<file path="src/rtl/cache_fill_fsm.sv">
// Miss-fill controller: fetches one 8-word cache block, one word at a time, and writes the tag after the last word.
// Define CACHE_FILL_CRITICAL_WORD_FIRST_EN to start the fill at the missed word and wrap within the block.
module cache_fill_fsm #(
  parameter int ADDR_W      = 16,
  parameter int OFFSET_BITS = 4
) (
  input  logic              clk,
  input  logic              rst,
  input  logic              miss_detected,
  input  logic [ADDR_W-1:0] miss_address,
  input  logic [ADDR_W-1:0] memory_data_in,
  input  logic              memory_data_valid,
  output logic              fsm_busy,
  output logic              write_data_array,
  output logic              write_tag_array,
  output logic [ADDR_W-1:0] memory_address,
  output logic [ADDR_W-1:0] memory_data_out
);

  localparam int CNT_W  = OFFSET_BITS - 1;
  localparam int BASE_W = ADDR_W - OFFSET_BITS;
  localparam logic [CNT_W-1:0] LAST_WORD = '1;

  typedef enum logic {
    IDLE = 1'b0,
    FILL = 1'b1
  } state_t;

  state_t            state_q;
  logic [BASE_W-1:0] base_q;
  logic [CNT_W-1:0]  cnt_q;
  logic [CNT_W-1:0]  words_q;
  logic              busy_q;
  logic [CNT_W-1:0]  start_cnt;
  logic              in_fill;
  logic              unused_addr_bits;

`ifdef CACHE_FILL_CRITICAL_WORD_FIRST_EN
  assign start_cnt        = miss_address[OFFSET_BITS-1:1];
  assign unused_addr_bits = miss_address[0];
`else
  assign start_cnt        = '0;
  assign unused_addr_bits = ^miss_address[OFFSET_BITS-1:0];
`endif

  // words_q counts returned words independently of the fetch offset, so the
  // tag is written with the 8th word whichever offset the fill started at.
  always_ff @(posedge clk or negedge rst) begin
    if (!rst) begin
      state_q <= IDLE;
      base_q  <= '0;
      cnt_q   <= '0;
      words_q <= '0;
      busy_q  <= 1'b0;
    end else begin
      case (state_q)
        IDLE: begin
          if (miss_detected) begin
            base_q  <= miss_address[ADDR_W-1:OFFSET_BITS];
            cnt_q   <= start_cnt;
            words_q <= '0;
            busy_q  <= 1'b1;
            state_q <= FILL;
          end
        end
        FILL: begin
          if (memory_data_valid) begin
            cnt_q   <= cnt_q + 1'b1;
            words_q <= words_q + 1'b1;
            if (words_q == LAST_WORD) begin
              busy_q  <= 1'b0;
              state_q <= IDLE;
            end
          end
        end
        default: begin
          busy_q  <= 1'b0;
          state_q <= IDLE;
        end
      endcase
    end
  end

  assign in_fill          = (state_q == FILL);
  assign fsm_busy         = busy_q;
  assign write_data_array = in_fill & memory_data_valid;
  assign write_tag_array  = in_fill & memory_data_valid & (words_q == LAST_WORD);
  assign memory_data_out  = in_fill ? memory_data_in : '0;

  // The requested word stays put until it returns; only one word is outstanding.
  assign memory_address = in_fill ? {base_q, cnt_q, 1'b0}
                                  : {miss_address[ADDR_W-1:OFFSET_BITS], {OFFSET_BITS{1'b0}}};

endmodule

</file>
<file path="config.mk">
export PLATFORM = sky130hd
export DESIGN_NAME = cache_fill_fsm
export DESIGN_NICKNAME = d
export VERILOG_FILES = /design/src/rtl/cache_fill_fsm.sv
export SDC_FILE = /design/constraint.sdc
export NUM_CORES = 1
export LEC_CHECK = 0
export ABC_AREA = 1
export CAP_MARGIN = 10
export CORE_UTILIZATION = 37
export CTS_CLUSTER_SIZE = 20
export DETAILED_ROUTE_END_ITERATION = 16
export GPL_TIMING_DRIVEN = 0
export HOLD_SLACK_MARGIN = 0.03
export PLACE_DENSITY = 0.8
export SLEW_MARGIN = 10
export SYNTH_ARGS = -nofsm -noshare
export SYNTH_HDL_FRONTEND = slang
export SYNTH_SLANG_ARGS = --single-unit
</file>
<file path="constraint.sdc">
create_clock -name clk -period 1.3 [get_ports clk]
set_input_delay 0.325 -clock clk [delete_from_list [all_inputs] [get_ports clk]]
set_output_delay 0.325 -clock clk [all_outputs]
set_load 0.02 [all_outputs]
</file>
==> qor.yml <==
finish:
  antenna_cells: 0
  syn2layout_area_growth_pct: 84.5
  final_area_um2: 2150
  multiInputGateArea_um2: 536
  drive_above_1_share: 0.326
  instances_no_fill: 284
  final_common_cell: "nand2_1"
  seqCellArea_um2: 500
  nNetsFinal: 282
  nFillCells: 215
  final_cell_mix: "nand2_1, buf_6, inv_1"
  fin_util: 0.747
clocking:
  clk_latency_ns: 0.31
  root_buffer: "clkbuf_4"
  cts.reportedPaths.clkPinSlew_ns: 0.11
  cts_hold_buf: 0
  clock_sinks: 20
  cts_made_buffers: 3
  cts_buffer_depth: 2
  tritoncts: "done"
  cts-htree-levels: 1
logic_synthesis:
  synth_top_area_frac: 0.430
  syn_inst: 165
  synth_cell_types: 15
  synth_seq_cells: 20
  yosysTopAreaCell: "dfrtp_1"
  ys_top_cells_by_area: "dfrtp_1, nand2_1, inv_1"
  avgSynthCellArea_um2: 7.06
  synth-warning-count: 0
  syn_area_um2: 1160
  synth_nets: 204
  yosysSeqAreaShare: 0.430
die:
  start_util: 0.405
  fp.dieH_um: 58.1
  ioPinCount: 71
  design.core.area_um2: 2880
  rows: 19
  die_w_um: 58.1
  die_area_um2: 3380
outcome:
  status: "finished, violations left"
  violations: "setup timing"
sta:
  slew_headroom: 0.422
  skew_ns: 0.0117
  fmax_mhz: 612
  setup_viol_count_final: 33
  slew_viol_final: 0
  final-hold-violation-count: 0
  worst_slack_ns: -0.334
  finalCritPeriodShare: 1.26
  tns_ns: -8.66
  tightest_slew_ns: 0.865
  finalCriticalPeriod_ns: 1.63
  rsz0062_at_grt: "yes"
place:
  io_buffers: 65
  dp_hpwl_um: 2060
  place_area_um2: 1870
  dpl.cell_count: 272
  gp_congestion: 0.707
power:
  ir_drop_mv: 1.28
  leakage_nw: 1.21
  powerDensity_nw_per_um2: 1900
setup_path:
  worstSetupPathType: "register to output pin"
  crit_chain: "ha_2, ha_4, nand2_4, inv_4, buf_6"
  reg2regPathDepth: 6
  path_depth: 5
  cp.required_ns: 0.98
  r2r-start: "words_q[0]$_DFFE_PN0P_"
  r2r_slack_ns: 0.15
  r2r-end: "in_fill$_DFF_PN0_"
  cp-end-kind: "output pin"
  timing.critical_path.buf_inv: 2
  setup.worst_path.start_class: "register"
  worst-path-max-fanout: 3
  timing.critical_path.max_delay_family: "flip-flops"
  crit_path_max_incr_delay_ns: 0.42
  cp_slowest_cell: "dfrtp_1"
  arrival_ns: 1.31
global_routing:
  grt_max_degree: 21
  antenna_found_initial: 0
  grt_usage: 0.184
  grt_pass1_vias: 1127
  overflow: 0
  grt_pass1_wl_um: 4800
detailed_routing:
  post_drt_wl_per_cell_um: 10.9
  drc: 0
  detail-route-antenna-nets: 0
  drtPass1Iterations: 4
  routed_wl_um: 3090
  vias: 1243
  drt_iter0_markers: 24
  routed_via_density: 4.38
hold_path:
  holdPathStages: 4
  hold_class: "input pin to register"
  min-delay-start: "memory_data_valid"
  min_to: "cnt_q[0]$_DFFE_PN0P_"
job:
  maxCapViolCount: 0
final cells by class:
type / count / share of cell area
Buffer: 9 / 0.0495
Clock inverter: 1 / 0.0140
Clock buffer: 3 / 0.0105
Tap cell: 42 / 0.0244
Multi-Input combinational cell: 98 / 0.249
Sequential cell: 20 / 0.233
Timing Repair Buffer: 73 / 0.349
Inverter: 38 / 0.0710
synth_stat cells:
| cell | number |
|---|---|
| nand2_1 | 57 |
| inv_1 | 36 |
| dfrtp_1 | 20 |
| o21ai_0 | 12 |
| o21ai_1 | 12 |
| nand3_1 | 7 |
| buf_2 | 4 |
| buf_6 | 3 |
| ha_1 | 3 |
| buf_4 | 2 |
| inv_2 | 2 |
| nand2_4 | 2 |
| nor2_1 | 2 |
| or2_1 | 2 |
| conb_1 | 1 |
repair_timing:
item | in CTS | in global routing
pin swaps | 7 | 2
cloned | 1 | 1
setup buffers | 6 | 4
gates resized for setup | 182 | 62
setup endpoints to repair | 34 | 35
worst reg2reg max path, cell delays in order (launching register included):
cell and delay [ns]:
dfrtp_1 0.42, ha_2 0.21, ha_4 0.16, nand2_4 0.07
inv_4 0.04, buf_4 0.12, nor2_2 0.08
per-layer routing:
metal | share of wire | vias to the layer above | track usage
li1 | - | 642 | -
met1 | 0.42 | 553 | 0.209
met2 | 0.50 | 46 | 0.340
met3 | 0.075 | 2 | 0.0469
met4 | 0.0039 | 0 | 0.0510
met5 | 0 | - | 0
power by group:
group	total [W]	switching, W	internal [W]
Clock	0.000517	0.000206	0.000312
Sequential	0.00110	0.000192	0.000906
Combinational	0.00248	0.00126	0.00122
Total	0.00409	0.00166	0.00244
flip-flops by register name, indices dropped and copies added, names as in the netlist:
register,cells
cnt_q,3
in_fill,1
words_q,3
base_q,12
fsm_busy,1
through the flow:
step | setup slack [ns] | total power [W] | hold slack [ns]
global placement | -0.822 | 0.00317 | 0.472
global route | -0.382 | 0.00437 | 0.486
floorplan | -0.0136 | 0.00226 | 0.0294
detailed placement | -0.815 | 0.00322 | 0.481
CTS | -0.306 | 0.00376 | 0.510
finish | -0.334 | 0.00409 | 0.481
cell families (layout without fill, tap and decap cells):
| family | after synthesis | in the layout | synth area share |
|---|---|---|---|
| AOI/OAI and AO/OA | 24 | 24 | 0.103 |
| adders and majority gates | 3 | 3 | 0.0322 |
| buffers and inverters | 47 | 124 | 0.182 |
| DFF | 20 | 20 | 0.430 |
| other | 1 | 1 | 0.00322 |
| and+or+nand+nor | 70 | 70 | 0.250 |
how the worst max path moves through the flow:
stage,endpoint,start,slack [ns]
6_report,write_tag_array,words_q[0]$_DFFE_PN0P_,-0.33
3_5_place_dp,write_tag_array,memory_data_valid,-0.81
3_3_place_gp,write_tag_array,memory_data_valid,-0.82
4_1_cts,write_tag_array,words_q[0]$_DFFE_PN0P_,-0.31
2_1_floorplan,memory_address[10],in_fill$_DFF_PN0_,-0.01
5_1_grt,memory_address[14],in_fill$_DFF_PN0_,-0.38
No activity file was read; power rests on OpenSTA's default activity.
